`src/rtl/debug_pos_stepper_if.sv`:
```
// Button/position bundle between the board-side driver and debug_pos_stepper.
// The master drives the buttons and the load. The slave (the stepper) drives the position and its flags.
interface debug_pos_stepper_if #(
  parameter int WIDTH = 17
);
  logic                    up;
  logic                    down;
  logic                    coarse;
  logic                    load;
  logic signed [WIDTH-1:0] load_val;
  logic signed [WIDTH-1:0] pos;
  logic                    step_pulse;
  logic                    step_dir;
  logic                    at_min;
  logic                    at_max;

  modport master (
    output up, down, coarse, load, load_val,
    input  pos, step_pulse, step_dir, at_min, at_max
  );

  modport slave (
    input  up, down, coarse, load, load_val,
    output pos, step_pulse, step_dir, at_min, at_max
  );
endinterface

```
`src/rtl/debug_pos_stepper.sv`:
```
// Debounced up/down stepper for a signed debug coordinate. It supports fine/coarse steps,
// hold-to-repeat, clamping to [MIN_POS, MAX_POS] and an external load that overrides a step.
module debug_pos_stepper #(
  parameter int WIDTH         = 17,
  parameter int STEP_FINE     = 1,
  parameter int STEP_COARSE   = 480,
  parameter int MIN_POS       = 10,
  parameter int MAX_POS       = 30250,
  parameter int RESET_POS     = 10,
  parameter int DEB_CYCLES    = 1000000,
  parameter int HOLD_CYCLES   = 50000000,
  parameter int REPEAT_CYCLES = 10000000
) (
  input  logic               sys_clk,
  input  logic               sys_rst_n,
  debug_pos_stepper_if.slave bus
);

  localparam int EW      = WIDTH + 2;
  localparam int DW      = (DEB_CYCLES > 1) ? $clog2(DEB_CYCLES + 1) : 1;
  localparam int TMAX    = (HOLD_CYCLES > REPEAT_CYCLES) ? HOLD_CYCLES : REPEAT_CYCLES;
  localparam int TW      = $clog2(TMAX + 1);
  localparam int HOLD_M1 = (HOLD_CYCLES > 0) ? HOLD_CYCLES - 1 : 0;

  localparam logic signed [EW-1:0]    C_MIN    = EW'(MIN_POS);
  localparam logic signed [EW-1:0]    C_MAX    = EW'(MAX_POS);
  localparam logic signed [EW-1:0]    C_FINE   = EW'(STEP_FINE);
  localparam logic signed [EW-1:0]    C_COARSE = EW'(STEP_COARSE);
  localparam logic signed [WIDTH-1:0] C_MIN_W  = WIDTH'(MIN_POS);
  localparam logic signed [WIDTH-1:0] C_MAX_W  = WIDTH'(MAX_POS);
  localparam logic signed [WIDTH-1:0] C_RST_W  = WIDTH'(RESET_POS);

  typedef enum logic [2:0] {
    S_IDLE, S_HOLD_UP, S_HOLD_DN, S_RPT_UP, S_RPT_DN, S_LOCK
  } state_t;

  logic [1:0] w_raw;
  logic [1:0] w_deb;
  assign w_raw = {bus.down, bus.up};

  genvar gi;
  generate
    for (gi = 0; gi < 2; gi++) begin : g_btn
      logic [1:0]    r_sync;
      logic [DW-1:0] r_cnt;
      logic          r_deb;

      always_ff @(posedge sys_clk or negedge sys_rst_n) begin
        if (!sys_rst_n) begin
          r_sync <= '0;
          r_cnt  <= '0;
          r_deb  <= 1'b0;
        end else begin
          r_sync <= {r_sync[0], w_raw[gi]};
          if (r_sync[1] == r_deb) begin
            r_cnt <= '0;
          end else if (r_cnt == DW'(DEB_CYCLES - 1)) begin
            r_cnt <= '0;
            r_deb <= ~r_deb;
          end else begin
            r_cnt <= r_cnt + 1'b1;
          end
        end
      end

      assign w_deb[gi] = r_deb;
    end
  endgenerate

  state_t            r_state, w_state_next;
  logic [TW-1:0]     r_timer;
  logic              w_u, w_d, w_step, w_step_up, w_tmr_clr, w_hold_hit, w_rpt_hit;

  assign w_u        = w_deb[0];
  assign w_d        = w_deb[1];
  assign w_hold_hit = (HOLD_CYCLES != 0) && (r_timer == TW'(HOLD_M1));
  assign w_rpt_hit  = (r_timer == TW'(REPEAT_CYCLES - 1));

  // IDLE is only reachable with the pressed button low, so a level there is a fresh press.
  always_comb begin
    w_state_next = r_state;
    w_step       = 1'b0;
    w_step_up    = 1'b0;
    w_tmr_clr    = 1'b0;
    case (r_state)
      S_IDLE: begin
        w_tmr_clr = 1'b1;
        if (w_u && w_d) begin
          w_state_next = S_LOCK;
        end else if (w_u) begin
          w_step = 1'b1; w_step_up = 1'b1; w_state_next = S_HOLD_UP;
        end else if (w_d) begin
          w_step = 1'b1; w_state_next = S_HOLD_DN;
        end
      end
      S_HOLD_UP, S_RPT_UP: begin
        if (w_d) begin
          w_state_next = S_LOCK;
        end else if (!w_u) begin
          w_state_next = S_IDLE;
        end else if ((r_state == S_HOLD_UP) ? w_hold_hit : w_rpt_hit) begin
          w_step = 1'b1; w_step_up = 1'b1; w_tmr_clr = 1'b1; w_state_next = S_RPT_UP;
        end
      end
      S_HOLD_DN, S_RPT_DN: begin
        if (w_u) begin
          w_state_next = S_LOCK;
        end else if (!w_d) begin
          w_state_next = S_IDLE;
        end else if ((r_state == S_HOLD_DN) ? w_hold_hit : w_rpt_hit) begin
          w_step = 1'b1; w_tmr_clr = 1'b1; w_state_next = S_RPT_DN;
        end
      end
      S_LOCK: begin
        w_tmr_clr = 1'b1;
        if (!w_u && !w_d) w_state_next = S_IDLE;
      end
      default: w_state_next = S_IDLE;
    endcase
  end

  logic signed [WIDTH-1:0] r_pos;
  logic                    r_step_pulse, r_step_dir, r_at_min, r_at_max;
  logic signed [EW-1:0]    w_pos_ext, w_ld_ext, w_step_val;
  logic signed [EW-1:0]    w_up_val, w_dn_val, w_up_clamp, w_dn_clamp, w_ld_clamp, w_target;
  logic signed [WIDTH-1:0] w_target_pos, w_pos_next;
  logic                    w_apply, w_change;

  // Two guard bits keep pos +/- step and wide loads from wrapping before the clamp.
  assign w_pos_ext    = EW'(r_pos);
  assign w_ld_ext     = EW'(bus.load_val);
  assign w_step_val   = bus.coarse ? C_COARSE : C_FINE;
  assign w_up_val     = w_pos_ext + w_step_val;
  assign w_dn_val     = w_pos_ext - w_step_val;
  assign w_up_clamp   = (w_up_val > C_MAX) ? C_MAX : w_up_val;
  assign w_dn_clamp   = (w_dn_val < C_MIN) ? C_MIN : w_dn_val;
  assign w_ld_clamp   = (w_ld_ext < C_MIN) ? C_MIN : ((w_ld_ext > C_MAX) ? C_MAX : w_ld_ext);
  assign w_target     = bus.load ? w_ld_clamp : (w_step_up ? w_up_clamp : w_dn_clamp);
  assign w_target_pos = w_target[WIDTH-1:0];
  assign w_apply      = bus.load || w_step;
  assign w_change     = w_apply && (w_target_pos != r_pos);
  assign w_pos_next   = w_change ? w_target_pos : r_pos;

  always_ff @(posedge sys_clk or negedge sys_rst_n) begin
    if (!sys_rst_n) begin
      r_state      <= S_IDLE;
      r_timer      <= '0;
      r_pos        <= C_RST_W;
      r_step_pulse <= 1'b0;
      r_step_dir   <= 1'b1;
      r_at_min     <= (RESET_POS == MIN_POS);
      r_at_max     <= (RESET_POS == MAX_POS);
    end else begin
      r_state      <= w_state_next;
      r_timer      <= w_tmr_clr ? '0 : r_timer + 1'b1;
      r_pos        <= w_pos_next;
      r_step_pulse <= w_change;
      if (w_step && !bus.load) r_step_dir <= w_step_up;
      r_at_min     <= (w_pos_next == C_MIN_W);
      r_at_max     <= (w_pos_next == C_MAX_W);
    end
  end

  assign bus.pos        = r_pos;
  assign bus.step_pulse = r_step_pulse;
  assign bus.step_dir   = r_step_dir;
  assign bus.at_min     = r_at_min;
  assign bus.at_max     = r_at_max;

endmodule

```
`src/flat_wrapper.sv`:
```
// flat-port wrapper written by rule: the top's interface ports become plain ports
module debug_pos_stepper_flat 
#(
  parameter int WIDTH         = 17,
  parameter int STEP_FINE     = 1,
  parameter int STEP_COARSE   = 480,
  parameter int MIN_POS       = 10,
  parameter int MAX_POS       = 30250,
  parameter int RESET_POS     = 10,
  parameter int DEB_CYCLES    = 1000000,
  parameter int HOLD_CYCLES   = 50000000,
  parameter int REPEAT_CYCLES = 10000000
)
  (sys_clk, sys_rst_n, bus_up, bus_down, bus_coarse, bus_load, bus_load_val, bus_pos, bus_step_pulse, bus_step_dir, bus_at_min, bus_at_max);
  debug_pos_stepper_if #(.WIDTH(WIDTH)) bus_i ();
  input  logic sys_clk;
  input  logic sys_rst_n;
  input wire logic [$bits(bus_i.up)-1:0] bus_up;
  input wire logic [$bits(bus_i.down)-1:0] bus_down;
  input wire logic [$bits(bus_i.coarse)-1:0] bus_coarse;
  input wire logic [$bits(bus_i.load)-1:0] bus_load;
  input wire logic [$bits(bus_i.load_val)-1:0] bus_load_val;
  output wire logic [$bits(bus_i.pos)-1:0] bus_pos;
  output wire logic [$bits(bus_i.step_pulse)-1:0] bus_step_pulse;
  output wire logic [$bits(bus_i.step_dir)-1:0] bus_step_dir;
  output wire logic [$bits(bus_i.at_min)-1:0] bus_at_min;
  output wire logic [$bits(bus_i.at_max)-1:0] bus_at_max;
  assign bus_i.up = bus_up;
  assign bus_i.down = bus_down;
  assign bus_i.coarse = bus_coarse;
  assign bus_i.load = bus_load;
  assign bus_i.load_val = bus_load_val;
  assign bus_pos = bus_i.pos;
  assign bus_step_pulse = bus_i.step_pulse;
  assign bus_step_dir = bus_i.step_dir;
  assign bus_at_min = bus_i.at_min;
  assign bus_at_max = bus_i.at_max;
  debug_pos_stepper #(.WIDTH(WIDTH), .STEP_FINE(STEP_FINE), .STEP_COARSE(STEP_COARSE), .MIN_POS(MIN_POS), .MAX_POS(MAX_POS), .RESET_POS(RESET_POS), .DEB_CYCLES(DEB_CYCLES), .HOLD_CYCLES(HOLD_CYCLES), .REPEAT_CYCLES(REPEAT_CYCLES)) u_core (.sys_clk(sys_clk), .sys_rst_n(sys_rst_n), .bus(bus_i));
endmodule
```
`config.mk`:
```
export PLATFORM = sky130hd
export DESIGN_NAME = debug_pos_stepper_flat
export DESIGN_NICKNAME = d
export VERILOG_FILES = /design/src/rtl/debug_pos_stepper_if.sv /design/src/rtl/debug_pos_stepper.sv /design/src/flat_wrapper.sv
export SDC_FILE = /design/constraint.sdc
export NUM_CORES = 1
export LEC_CHECK = 0
export ABC_CLOCK_PERIOD_IN_PS = 5440
export BUFFER_PORTS_ARGS = -buffer_cell sky130_fd_sc_hd__buf_4
export CAP_MARGIN = 30
export CORE_ASPECT_RATIO = 2
export CORE_MARGIN = 3
export CORE_UTILIZATION = 53
export CTS_BUF_LIST = sky130_fd_sc_hd__clkbuf_16
export DETAILED_ROUTE_END_ITERATION = 10
export PLACE_DENSITY = 0.7
export SLEW_MARGIN = 25
export SYNTH_ARGS = -nofsm -noshare
export SYNTH_HDL_FRONTEND = slang
export SYNTH_SLANG_ARGS = --single-unit
```
`constraint.sdc`:
```
create_clock -name sys_clk -period 5.44 [get_ports sys_clk]
set_input_delay 0.816 -clock sys_clk [delete_from_list [all_inputs] [get_ports sys_clk]]
set_output_delay 0.816 -clock sys_clk [all_outputs]
set_load 0.02 [all_outputs]
```
==> metrics.md, run 1 <==
| Metric | Value |
|---|---|
| Worst-Skew Late Latency | 350 ps |
| P_leak | roughly 0.0034 uW |
| Post-synthesis cell type count | slightly below 100 |
| Largest net degree at the start of global routing | 73 |
| Startpoint types | input port |
| Post-synthesis sequential area ratio | 32.6% |
| Worst rel slew slack | a little under two fifths |
| Vias in the first global route | approximately 7,300 |
| Final GP Congestion | between 1 and 1.5 |
| Die area | roughly 15,000 um^2 |
| WS Path Type | in -> reg |
| Crit. End Element | flip-flop |
| Initial core utilization | ~55% |
| Length of the first detailed-routing pass in iterations | 7 |
| Max_cap viols | 0 |
| Fmax | a little over 0.2 GHz |
| Hold Fails Final Rpt | 0 |
| Total CTS buffers | 9 |
| WP data required | 5680 ps |
| Syn Inst Count | around 860 |
| Top-area cell type share of the netlist area | ~31% |
| DRC Markers | 0 |
| DP HPWL | ~20,000 um |
| Cell count after placement | approximately 1,100 |
| CP startpoint | bus_coarse |
| Final worst path period share | 89.7% |
| Hold Path Class | in -> async |
| Clk sinks | 96 |
| Placeable Area | roughly 14,000 um^2 |
| Row count | 60 |
| Fin Setup TNS | 0 ps |
| First-pass GRT wire length | 40,200 um |
| WL per Instance | 24.5 um |
| Routed Antenna Nets | 0 |
| CTS Root Cell | clkbuf_16 |
| Setup slack after layout | about 560 ps |
| Crit path to | u_core.bus.pos[16] |
| Io pins | 44 |
| Register-to-register setup slack | between 700 and 800 ps |
| Post-synth top flop | dfrtp_1 |
| Syn nets | roughly 910 |
| Flops & latches, synth | between 90 and 100 |
| CTS tree | yes |
| Cts hold-fix bufs | 0 |
| Die H | 173 um |
| Share of layout cells above drive strength 1 | ~15% |
| Vias per cell | 6.74 |
| Post-CTS sizing | 0 |
| EDFF count, synth | 0 |
| Diodes inserted | 0 |
| Final net count | about 950 |
| Pins Over Slew Limit | 0 |
| Crit-path max FO | 16 |
| IO buf count | 43 |
| Clk slew on worst S/H paths | about 80 ps |
| Syn_area_per_cell | approximately 8.6 um^2 |
| Die Wd | a little under 90 um |
| Unrepaired setup endpoints after global routing | false |
| Slew @ Worst Pin | approximately 910 ps |
| Initial antenna violation count | 0 |
| Worst R2R End | u_core.bus.pos[16] |
| Layout Cells excl Fill | 1,067 |
| GR Overflow Total | 0 |
| Crit path DAT | about 5100 ps |
| H-tree depth | 3 |
| Worst r2r src | u_core.bus.pos[0] |
| Min Tclk post-route | between 4000 and 5000 ps |
| Fin area | a little over 8000 um^2 |
| Routed Wire Length | 26,100 um |
| CTS Buffer Depth | 2 |
| Fraction of registers with async set/reset | 100% |
| Pwr dens | 411 nW/um^2 |
| Area contributors post-synth | dfrtp_1 (31%), nor2_1 (6.0%), xnor2_1 (5.6%) |
| Setup Skew | 12.3 ps |
| Yosys warnings | 0 |
| DR iter-0 viols | between 400 and 500 |
| Min Hold Slack | between 300 and 400 ps |
| Area grow syn2layout | 11.4% |
| # setup viols final | 0 |
| FF-to-FF path depth | 15 |
| Post-CTS setup buffers | 0 |
| Routed via count | approximately 7,000 |
| Worst VDD drop | 247 uV |
| Place WS | 304 ps |
| Post-Place Cell Area | a little under 8000 um^2 |
| Biggest area consumer among synthesized cells | dfrtp_1 |
| Post-Synthesis Cell Area | around 7400 um^2 |
| Status | completed |
| Total track usage | a little over a third |
power breakdown:
| group | internal, uW | switching (uW) |
|---|---|---|
| clock | 326 | 322 |
| sequential | 768 | 160 |
| combinational | 686 | 1120 |
per-layer routing:
metal | vias up | GRT usage (%) | wire length [um]
li1 | 3225 | - | -
met1 | 3520 | 32.6 | 8310
met2 | 304 | 59.4 | 13600
met3 | 141 | 9.97 | 1670
met4 | 0 | 28.0 | 2590
met5 | - | 0 | 0
cell families after synthesis:
kind of cell	Yosys count	share of synthesized area (%)
adders and majority gates	21	3.56
muxes	26	3.98
and+or+nand+nor	378	27.0
buffers and inverters	65	3.76
DFF	96	32.6
xor gates and xnor gates	82	9.72
AOI/OAI and AO/OA	195	19.4
through the flow:
| stage | utilization, % | total power (uW) |
|---|---|---|
| after CTS | 60.9 | 3280 |
| after floorplan | - | 1990 |
| final | 60.9 | 3380 |
| after global placement | 58.6 | 2630 |
| after detailed placement | 58.6 | 2640 |
| after global routing | 60.9 | 3520 |
cell type report:
cell class / instances / area, um^2
well taps: 155 / 194
inverters: 31 / 116
fillers: 1213 / 5290
clock buffers: 9 / 225
repair buffers: 67 / 503
multi-input cells: 702 / 4700
flip-flops and latches: 96 / 2410
clock inverters: 7 / 78.8
worst max-delay path, stage by stage:
cell and delay [ps]:
buf_4 130, inv_1 190, ha_1 450, nand2b_1 240
a221oi_2 520, o31ai_1 300, o21bai_1 300, nand3_1 280
a31oi_2 520, a211oi_1 170, nor4_2 240, nand4_1 210
o21bai_4 220, buf_4 190, mux2_2 340
synthesized netlist by cell type, types with 6 or more instances:
library cell  instances
nand4_1              22
dfrtp_1              92
inv_1                31
nor3_1               10
nand2b_1             13
a31oi_1               9
o31ai_1               7
nor4_1               14
xnor2_1              47
clkbuf_1             23
nand3_1              39
o2bb2ai_1             6
a21oi_1              35
o21a_1                7
mux2_2               10
or3_1                16
ha_1                 21
nand2_1              67
xor2_1               35
nor2_1              119
and3_1               19
a21o_1                7
o211ai_1             12
mux2i_1              11
o21ai_0              33
layout by cell type (no fill, tap or decap), types with 14 or more instances in the layout:
master   instances
nand2_1         67
or3_1           16
xnor2_1         47
a21oi_1         35
nor2_1         119
inv_1           31
buf_4           67
and3_1          19
ha_1            21
xor2_1          35
o21ai_0         33
nand4_1         22
nor4_1          14
nand3_1         39
dfrtp_1         92
state kept, by name, indices dropped and copies added, names as in the netlist:
name                   flops
u_core.r_state             3
u_core.g_btn.r_deb         2
u_core.r_timer            26
u_core.bus.pos            17
u_core.bus.step_dir        1
u_core.bus.step_pulse      1
u_core.g_btn.r_sync        4
u_core.g_btn.r_cnt        40
u_core.bus.at_min          1
u_core.bus.at_max          1
how the worst min path moves through the flow:
stage	startpoint	to	slack [ps]	cells after the start
floorplan	u_core.g_btn[0].r_sync[0]	u_core.g_btn[0].r_sync[1]	330	0
global placement	u_core.g_btn[0].r_sync[0]	u_core.g_btn[0].r_sync[1]	360	0
detailed placement	u_core.g_btn[0].r_sync[0]	u_core.g_btn[0].r_sync[1]	370	0
CTS	sys_rst_n	u_core.r_timer[16]	360	1
global route	sys_rst_n	u_core.r_timer[12]	360	1
finish	sys_rst_n	u_core.r_timer[12]	360	1
Note: power is estimated with default switching activity, not from simulation.
==> run 2, diff against run 1 <==
ABC_CLOCK_PERIOD_IN_PS = 6200   (was 5440)
clock period = 6.2 ns   (was 5.44 ns; I/O delays follow)
==> metrics.md, run 2 (synthesis gave the netlist of run 1 again) <==
| Metric | Value |
|---|---|
| Status | completed |
| Fin Setup TNS | 0 ps (unchanged) |
| Uppermost layer routed | met4 |
| Hold Path Class | reg -> reg |
| Row count | 60 (unchanged) |
| Area grow syn2layout | 10.6% |
| Crit. End Element | flip-flop |
| Initial antenna violation count | 0 (unchanged) |
| Die Wd | 89.5 um (unchanged) |
| Metal-1 WL | 7910 um (-4.8%) |
| WL per Instance | 23.5 um (-4.2%) |
| Share of layout cells above drive strength 1 | 14.0% (-0.85 points) |
| First-pass GRT wire length | 38,800 um (-3.3%) |
| Cts hold-fix bufs | 0 (unchanged) |
| Setup Skew | 14.1 ps (+1.80 ps) |
| Largest net degree at the start of global routing | 65 (-11%) |
| Io pins | 44 (unchanged) |
| Final worst path period share | 84.9% |
| Clk sinks | 96 (unchanged) |
| Final net count | 942 (-0.95%) |
| Pwr dens | 355 nW/um^2 (-14%) |
| Placeable Area | 13,500 um^2 (unchanged) |
| Routed Antenna Nets | 0 (unchanged) |
| Register area | 2410 um^2 (unchanged) |
| Routed Wire Length | 24,800 um (-5.0%) |
| Fillers | 1,201 (-0.99%) |
| Vias per cell | 6.62 (-1.8%) |
| H-tree depth | 3 (unchanged) |
| WP data required | 6450 ps (+770 ps) |
| Min Tclk post-route | roughly 5300 ps |
| P_leak | 0.00338 uW (-0.94%) |
| Worst VDD drop | 243 uV (-1.4%) |
| IO buf count | 43 (unchanged) |
| Setup slack after layout | 935 ps (+374 ps) |
| Unrepaired setup endpoints after global routing | false |
| Hold Fails Final Rpt | 0 (unchanged) |
| Total track usage | 33.4% (-1.3 points) |
| Clk slew on worst S/H paths | 80 ps (about the same) |
| Core Util, Final | 60.5% (-0.41 points) |
| Routed via count | 7,001 (-2.6%) |
| CTS tree | yes |
| CTS Root Cell | clkbuf_16 |
| Die H | 173 um (unchanged) |
| Max FFs per register | 40 (unchanged) |
| Initial core utilization | 54.7% (unchanged) |
| Crit-path max FO | 13 (-3) |
| Detail Route met2 WL | 13,400 um (-0.97%) |
| Post-Place Cell Area | 7850 um^2 (-0.85%) |
| WS Path Type | in -> reg |
| Max_cap viols | 0 (unchanged) |
| Final GP Congestion | 0.989 (-5.8%) |
| Diodes inserted | 0 (unchanged) |
| Worst rel slew slack | 45.3% (+7.6 points) |
| GR Overflow Total | 0 (unchanged) |
| Post-CTS sizing | 0 (unchanged) |
| Post-CTS setup buffers | 0 (unchanged) |
| Metal3 WL | 1240 um (-26%) |
| Biggest register | u_core.g_btn.r_cnt |
| DRC Markers | 0 (unchanged) |
| CTS Buffer Depth | 2 (unchanged) |
| Worst-Skew Late Latency | 350 ps (about the same) |
| Startpoint types | input port |
| Fin area | 8170 um^2 (-0.67%) |
| Commonest non-fill, non-tap cell in the layout | nor2_1 |
| Length of the first detailed-routing pass in iterations | 5 (-2) |
| Total CTS buffers | 9 (unchanged) |
| # setup viols final | 0 (unchanged) |
| Combined area of the multi-input logic cells | 4700 um^2 (unchanged) |
| Fmax | approximately 0.19 GHz |
| DP HPWL | 19,100 um (-2.1%) |
| Vias in the first global route | 7,169 (-2.3%) |
| Pins Over Slew Limit | 0 (unchanged) |
| Slew @ Worst Pin | 814 ps (-94.2 ps) |
| Place WS | 668 ps (+364 ps) |
| Total Power | 2900 uW (-14%) |
| Most frequent cells in the layout | nor2_1 (119), dfrtp_1 (92), nand2_1 (67), buf_4 (58), xnor2_1 (47) |
| DR iter-0 viols | 514 (+4.0%) |
| Die area | 15,500 um^2 (unchanged) |
| Crit path DAT | 5510 ps (+390 ps) |
==> run 2: cell count changes in the layout (fill, tap and decap cells not counted) <==
cell | previous run | this run
inv_12 | 0 | 1
clkinv_4 | 1 | 0
clkinvlp_4 | 2 | 0
clkinv_8 | 2 | 3
buf_4 | 67 | 58
inv_6 | 0 | 3
inv_8 | 2 | 0
==> run 2: worst max-delay path, cell delays in order <==
cell and delay, ps:
buf_4 130, inv_1 200, ha_1 240, ha_1 240, or4b_4 530, a221oi_4 360, o21bai_1 120, xor2_1 170
and4bb_2 290, a221oi_1 700, o221ai_1 260, nor4_2 200, nand4_1 220, o21bai_4 500, mux2_2 390
==> run 2: through the flow <==
stage / hold WS, ps / cells
finish: 369 / 1058
global route: 382 / 1058
CTS: 376 / 1058
detailed placement: 352 / 1042
global placement: 348 / 1042
floorplan: 331 / 863
==> run 2: layout make-up <==
type	count	area share, %
well taps	155	2.37
repair buffers	58	5.33
clock inverters	7	1.12
multi-input cells	702	57.5
clock buffers	9	2.76
inverters	31	1.42
flip-flops and latches	96	29.5
==> run 2: path summary, 6_finish.rpt <==
check                                               start                         to  slack (ps)  cells after the start
worst min register to register  u_core.g_btn[0].r_sync[0]  u_core.g_btn[0].r_sync[1]         370                      0
min in group asynchronous                       sys_rst_n          u_core.r_timer[6]         500                      1
worst max register to register          u_core.bus.pos[0]          u_core.bus.pos[0]        1150                     14
max in group asynchronous                       sys_rst_n  u_core.g_btn[1].r_cnt[18]        4520                      2
worst max-delay path                           bus_coarse          u_core.bus.pos[0]         940                     15
worst min-delay path            u_core.g_btn[0].r_sync[0]  u_core.g_btn[0].r_sync[1]         370                      0
==> run 2: routing by layer <==
| layer | up-vias | GRT usage [%] |
|---|---|---|
| li1 | 3210 | - |
| met1 | 3378 | 31.1 |
| met2 | 295 | 60.0 |
| met3 | 118 | 7.15 |
| met4 | 0 | 24.6 |
| met5 | - | 0 |
==> run 2: where the power goes <==
part	internal, uW	switching (uW)
registers	674	110
logic	572	960
clock network	293	288
